[config.mk]
export PLATFORM = sky130hd
export DESIGN_NAME = mem_port_arbiter
export DESIGN_NICKNAME = d
export VERILOG_FILES = /design/src/rtl/mem_port_arbiter_pkg.sv /design/src/rtl/mem_port_arbiter_prio_select.sv /design/src/rtl/mem_port_arbiter.sv
export SDC_FILE = /design/constraint.sdc
export NUM_CORES = 1
export LEC_CHECK = 0
export CAP_MARGIN = 40
export CORE_UTILIZATION = 44
export CTS_CLUSTER_DIAMETER = 100
export DETAILED_ROUTE_END_ITERATION = 10
export GPL_TIMING_DRIVEN = 0
export PLACE_DENSITY = 0.89
export SYNTH_ARGS = -nofsm -noshare
export SYNTH_HDL_FRONTEND = slang
export SYNTH_SLANG_ARGS = --single-unit
export TNS_END_PERCENT = 30
[constraint.sdc]
create_clock -name clk -period 3.1 [get_ports clk]
set_input_delay 0.62 -clock clk [delete_from_list [all_inputs] [get_ports clk]]
set_output_delay 0.62 -clock clk [all_outputs]
set_load 0.03 [all_outputs]
[src/rtl/mem_port_arbiter_pkg.sv]
// Shared types and defaults for the unified-memory port arbiter.
package mem_port_arbiter_pkg;

    localparam int unsigned ARB_XLEN_DEF   = 32;
    localparam int unsigned ARB_ADDR_W_DEF = 32;

    // Encodings match the original ARB_IDLE/ARB_BUSY_IF/ARB_BUSY_DM values.
    typedef enum logic [1:0] {
        ARB_IDLE    = 2'd0,
        ARB_BUSY_IF = 2'd1,
        ARB_BUSY_DM = 2'd2
    } arb_state_e;

endpackage

[src/rtl/mem_port_arbiter_prio_select.sv]
// DM-over-IF priority grant with a saturating IF starvation counter.
// The caller gates the valids so grants and counting only happen while
// the arbiter is able to accept a request.
module arb_prio_select #(
    parameter int unsigned STARVE_MAX = 4
) (
    input  logic clk,
    input  logic rst,
    input  logic if_valid,
    input  logic dm_valid,
    output logic grant_if,
    output logic grant_dm
);

    localparam int unsigned CNT_W = 4;

    logic [CNT_W-1:0] starve_cnt_q;
    logic [CNT_W-1:0] starve_cnt_d;
    logic             force_if;

    // Combinational grant and next starvation count.
    always_comb begin
        force_if     = (starve_cnt_q == CNT_W'(STARVE_MAX));
        grant_dm     = dm_valid & ~force_if;
        grant_if     = if_valid & (~dm_valid | force_if);
        starve_cnt_d = starve_cnt_q;
        if (grant_if) begin
            starve_cnt_d = '0;
        end else if (if_valid && grant_dm && !force_if) begin
            starve_cnt_d = starve_cnt_q + CNT_W'(1);
        end
    end

    // Starvation counter register.
    always_ff @(posedge clk or negedge rst) begin
        if (!rst) begin
            starve_cnt_q <= '0;
        end else begin
            starve_cnt_q <= starve_cnt_d;
        end
    end

endmodule

[src/rtl/mem_port_arbiter.sv]
// Arbitrates the single-port unified memory between instruction fetch (IF)
// and data access (DM): one transaction per accepted request, one-cycle
// response pulse to the owner.
module mem_port_arbiter
    import mem_port_arbiter_pkg::*;
#(
    parameter int unsigned XLEN       = ARB_XLEN_DEF,
    parameter int unsigned ADDR_W     = ARB_ADDR_W_DEF,
    parameter int unsigned STARVE_MAX = 4
) (
    input  logic                clk,
    input  logic                rst,
    input  logic                if_valid,
    output logic                if_ready,
    input  logic [ADDR_W-1:0]   if_addr,
    output logic                if_rsp_valid,
    output logic [XLEN-1:0]     if_rdata,
    input  logic                dm_valid,
    output logic                dm_ready,
    input  logic                dm_we,
    input  logic [XLEN/8-1:0]   dm_be,
    input  logic [ADDR_W-1:0]   dm_addr,
    input  logic [XLEN-1:0]     dm_wdata,
    output logic                dm_rsp_valid,
    output logic [XLEN-1:0]     dm_rdata,
    output logic                mem_req,
    output logic                mem_we,
    output logic [XLEN/8-1:0]   mem_be,
    output logic [ADDR_W-1:0]   mem_addr,
    output logic [XLEN-1:0]     mem_wdata,
    input  logic                mem_ack,
    input  logic [XLEN-1:0]     mem_rdata
);

    arb_state_e          state_q, state_d;
    logic                mem_req_q, mem_req_d;
    logic                mem_we_q, mem_we_d;
    logic [XLEN/8-1:0]   mem_be_q, mem_be_d;
    logic [ADDR_W-1:0]   mem_addr_q, mem_addr_d;
    logic [XLEN-1:0]     mem_wdata_q, mem_wdata_d;
    logic                if_rsp_valid_q, if_rsp_valid_d;
    logic                dm_rsp_valid_q, dm_rsp_valid_d;
    logic [XLEN-1:0]     if_rdata_q, if_rdata_d;
    logic [XLEN-1:0]     dm_rdata_q, dm_rdata_d;
    logic                accept_win;
    logic                grant_if, grant_dm;

    // Requests are only offered in IDLE outside the response cycle, so a
    // transaction occupies at least three cycles; readys stay low in reset.
    always_comb begin
        accept_win = rst & (state_q == ARB_IDLE) & ~(if_rsp_valid_q | dm_rsp_valid_q);
    end

    arb_prio_select #(
        .STARVE_MAX (STARVE_MAX)
    ) u_prio (
        .clk      (clk),
        .rst      (rst),
        .if_valid (if_valid & accept_win),
        .dm_valid (dm_valid & accept_win),
        .grant_if (grant_if),
        .grant_dm (grant_dm)
    );

    assign if_ready     = grant_if;
    assign dm_ready     = grant_dm;
    assign mem_req      = mem_req_q;
    assign mem_we       = mem_we_q;
    assign mem_be       = mem_be_q;
    assign mem_addr     = mem_addr_q;
    assign mem_wdata    = mem_wdata_q;
    assign if_rsp_valid = if_rsp_valid_q;
    assign dm_rsp_valid = dm_rsp_valid_q;
    assign if_rdata     = if_rdata_q;
    assign dm_rdata     = dm_rdata_q;

    // FSM next state: latch request on accept, complete on mem_ack.
    always_comb begin
        state_d        = state_q;
        mem_req_d      = mem_req_q;
        mem_we_d       = mem_we_q;
        mem_be_d       = mem_be_q;
        mem_addr_d     = mem_addr_q;
        mem_wdata_d    = mem_wdata_q;
        if_rsp_valid_d = 1'b0;
        dm_rsp_valid_d = 1'b0;
        if_rdata_d     = if_rdata_q;
        dm_rdata_d     = dm_rdata_q;
        unique case (state_q)
            ARB_IDLE: begin
                if (grant_dm) begin
                    state_d     = ARB_BUSY_DM;
                    mem_req_d   = 1'b1;
                    mem_we_d    = dm_we;
                    mem_be_d    = dm_be;
                    mem_addr_d  = dm_addr;
                    mem_wdata_d = dm_wdata;
                end else if (grant_if) begin
                    state_d     = ARB_BUSY_IF;
                    mem_req_d   = 1'b1;
                    mem_we_d    = 1'b0;
                    mem_be_d    = '1;
                    mem_addr_d  = if_addr;
                    mem_wdata_d = '0;
                end
            end
            ARB_BUSY_IF: begin
                if (mem_ack) begin
                    state_d        = ARB_IDLE;
                    mem_req_d      = 1'b0;
                    if_rdata_d     = mem_rdata;
                    if_rsp_valid_d = 1'b1;
                end
            end
            ARB_BUSY_DM: begin
                if (mem_ack) begin
                    state_d        = ARB_IDLE;
                    mem_req_d      = 1'b0;
                    dm_rdata_d     = mem_rdata;
                    dm_rsp_valid_d = 1'b1;
                end
            end
            default: begin
                state_d   = ARB_IDLE;
                mem_req_d = 1'b0;
            end
        endcase
    end

    // State, memory-side and response registers.
    always_ff @(posedge clk or negedge rst) begin
        if (!rst) begin
            state_q        <= ARB_IDLE;
            mem_req_q      <= 1'b0;
            mem_we_q       <= 1'b0;
            mem_be_q       <= '0;
            mem_addr_q     <= '0;
            mem_wdata_q    <= '0;
            if_rsp_valid_q <= 1'b0;
            dm_rsp_valid_q <= 1'b0;
            if_rdata_q     <= '0;
            dm_rdata_q     <= '0;
        end else begin
            state_q        <= state_d;
            mem_req_q      <= mem_req_d;
            mem_we_q       <= mem_we_d;
            mem_be_q       <= mem_be_d;
            mem_addr_q     <= mem_addr_d;
            mem_wdata_q    <= mem_wdata_d;
            if_rsp_valid_q <= if_rsp_valid_d;
            dm_rsp_valid_q <= dm_rsp_valid_d;
            if_rdata_q     <= if_rdata_d;
            dm_rdata_q     <= dm_rdata_d;
        end
    end

endmodule
==> results.md <==
- Syn avg cell area: about 13 um^2
- Crit-path max cell delay: 410 ps
- Final Hold Vio Count: 0
- Die span in y: about 120 um
- Final setup viols: 0
- Initial Utilization: 0.4540
- CP max stage cell: dfrtp_1
- Vias per cell: around 5
- Dpl hpwl: 12790 um
- GRT Util Overall: 0.2645
- DP Worst Slack: -695.8 ps
- Setup CP Type: reg2out
- DRC Markers: 0
- Routability cong.: ~0.76
- Finished Layout Cells: 927
- M2 GR Usage: 0.4521
- R2R cell count: 6
- Synth warn: 0
- Ant diodes: 0
- Status: completed
- Crit path time final: slightly below 3000 ps
- FF-to-FF End: mem_addr[11]
- GRT overflow: 0
- Post-route ant nets: 0
- Sequential element share of the synthesized area: 0.6177
- Pins over their slew limit: 0
- Fin nets: approximately 890
- Critical Path, Cell by Cell: inv_1 -> ha_2 -> and4bb_4 -> o211ai_2 -> inv_2 -> buf_2 -> clkdlybuf4s15_1
- Max rail drop VDD: a little over 700 uV
- CP Capture Type: output port
- Worst R2R Start: state_q[1]
- Num CTS Buffers: 17
- Synth unique cells: 33
- Rows: 41
- First-pass GRT wire length: approximately 26000 um
- Reg clk slew, reported paths: about 60 ps
- Required @ worst endpoint: 2480 ps
- Final Cycle Share: 0.9578
- Synth Register Bits: 142
- Layout Cell Area excl Fill: about 9400 um^2
- Min-delay worst type: in2async
- Worst path arrival time: 2350 ps
- Post-placement cell area: roughly 9000 um^2
- Static leakage: about 0.0045 uW
- Grt peak-use layer: met2
- Clock sinks: between 100 and 150
- Post-Syn Nets: about 600
- TritonCTS clock tree: yes
- Aggregate routed wire length: approximately 18000 um
- R2r setup slk: 1060 ps
- Die area: 13540 um^2
- Most frequent cells in the layout: clkdlybuf4s50_1 (272), dfrtp_1 (142), inv_1 (109)
- Final Skew: between 7 and 8 ps
- Number of fill cells: 775
- Via count: between 4000 and 5000
- Final WS setup: 131.0 ps
- H-tree levels: 4
- Drt wl/cell: around 19 um
- IO buf count: between 200 and 300
- Placed Cells incl. Taps: 893
- Fraction of layout cells with a size suffix above 1: 0.1642
- Vias in the first global route: just over 5000
- Met3 Usage GRT: 0.1116
- FMAX: ~340 MHz
- # IOs: roughly 280
- CP Max Fanout: 10
- Core area: roughly 13000 um^2
- Die Wd: between 100 and 150 um
- Worst Tran Pin Value: about 520 ps
- Final hold slack: around 54 ps
- Initial antenna violation count: 0
- Syn Std Cell Area: around 5800 um^2
- RSZ-0062 raised after global routing: false
- Pre-Repair DR Iteration Count: 6
- Startpoint Class: register
- Most common cell after layout, fill and taps aside: clkdlybuf4s50_1
- Pwr dens: approximately 1100 nW/um^2
- Gate Count Post-Synth: 445
- Met1 Use GR: 0.2785
- CTS Root Cell: clkbuf_16
- CTS max path bufs: 2
- Initial DRC count: a little over 300
- Largest net degree at the start of global routing: 51
- Max Cap Viol: 0
- Worst-Skew Late Latency: 430 ps
- Area Overhead vs Synth: 63.55%
- Rel. slew slack: 0.6525
[worst max path at each step]
stage	from	end	cells past startpoint
2_1_floorplan	state_q[1]	dm_ready	7
3_3_place_gp	rst	dm_ready	7
3_5_place_dp	rst	dm_ready	8
4_1_cts	rst	dm_ready	8
5_1_grt	state_q[1]	if_ready	7
6_report	state_q[1]	if_ready	7
[where the power goes]
part	internal [uW]	switching [uW]	total (uW)
registers	2760	534	3290
clock network	1260	802	2060
logic	2410	3010	5420
[critical path: cells and delay by family (launching register included)]
| kind | cells | cell delay (ps) |
|---|---|---|
| compound gates | 1 | 140 |
| fa+ha+maj | 1 | 210 |
| buf+inv | 4 | 870 |
| flops | 1 | 410 |
| simple gates | 1 | 300 |
[flip-flops by register name, summed over array words and instances (netlist names)]
signal and count:
if_rsp_valid 1, dm_rdata 32, mem_addr 32, u_prio.starve_cnt_q 4
mem_we 1, mem_be 4, dm_rsp_valid 1, state_q 2
if_rdata 32, mem_req 1, mem_wdata 32
[synth_stat cells]
master,count,share of area
a221o_1,1,0.0017
nand2_1,3,0.0020
buf_6,2,0.0039
o21ai_0,5,0.0043
o211ai_2,2,0.0043
and4bb_4,1,0.0028
nand2b_1,1,0.0011
or2_2,1,0.0011
and2_1,1,0.0011
nand3_1,2,0.0017
nand4_1,1,0.0011
nand3_2,1,0.0017
nor4_1,1,0.0011
buf_2,11,0.0096
o2bb2ai_1,2,0.0030
and3b_1,1,0.0015
o21ai_1,1,0.00087
a22o_1,33,0.050
nand3b_1,1,0.0013
ha_1,5,0.011
clkbuf_1,7,0.0046
a2bb2oi_1,4,0.0061
o311ai_0,1,0.0015
mux2_2,64,0.13
buf_4,3,0.0039
inv_1,109,0.071
nand4bb_1,2,0.0039
a222oi_1,32,0.056
inv_2,2,0.0013
nor2b_1,1,0.0011
dfrtp_1,142,0.62
o211ai_1,1,0.0013
o22ai_1,1,0.0011
[repair_timing]
action / in CTS / in global routing
endpoints found under the hold margin: 0 / 0
setup endpoints to repair: 2 / 2
resized for setup: 6 / 4
pin swaps: 0 / 0
setup buffers: 0 / 0
gates cloned: 1 / 1
hold buffers: 0 / 0
[cell type report]
cell class / count / area (um^2) / share of cell area
Clock buffer: 18 / 429.2 / 0.04561
Multi-Input combinational cell: 169 / 1659 / 0.1763
Tap cell: 172 / 215.2 / 0.02287
Buffer: 23 / 126.4 / 0.01343
Sequential cell: 142 / 3553 / 0.3777
Inverter: 111 / 416.7 / 0.04428
Timing Repair Buffer: 278 / 2843 / 0.3021
Clock inverter: 14 / 166.4 / 0.01769
[routing by layer]
| layer | vias to the layer above | wire length [um] |
|---|---|---|
| met4 | 0 | 577 |
| met2 | 246 | 8740 |
| met3 | 43 | 1971 |
| met5 | - | 0 |
| li1 | 2139 | - |
| met1 | 2315 | 6493 |
[per-stage QoR]
stage          power, uW    util  setup TNS, ps
6_report           10770  0.7426              0
5_1_grt            11230  0.7426              0
3_5_place_dp        8680  0.6905          -1293
2_1_floorplan       6191       -              0
4_1_cts            10820  0.7408              0
3_3_place_gp        8471  0.6883        -885310
[cells by family after synthesis]
| group | count (synthesis) | synth area share |
|---|---|---|
| multiplexers | 64 | 0.1253 |
| flip-flops | 142 | 0.6177 |
| buffers and inverters | 134 | 0.09439 |
| AND/OR/NAND/NOR | 17 | 0.02154 |
| AO/OA/AOI/OAI | 83 | 0.1303 |
| adder cells (fa/ha/maj) | 5 | 0.01087 |
(Power assumes the default switching activity.)
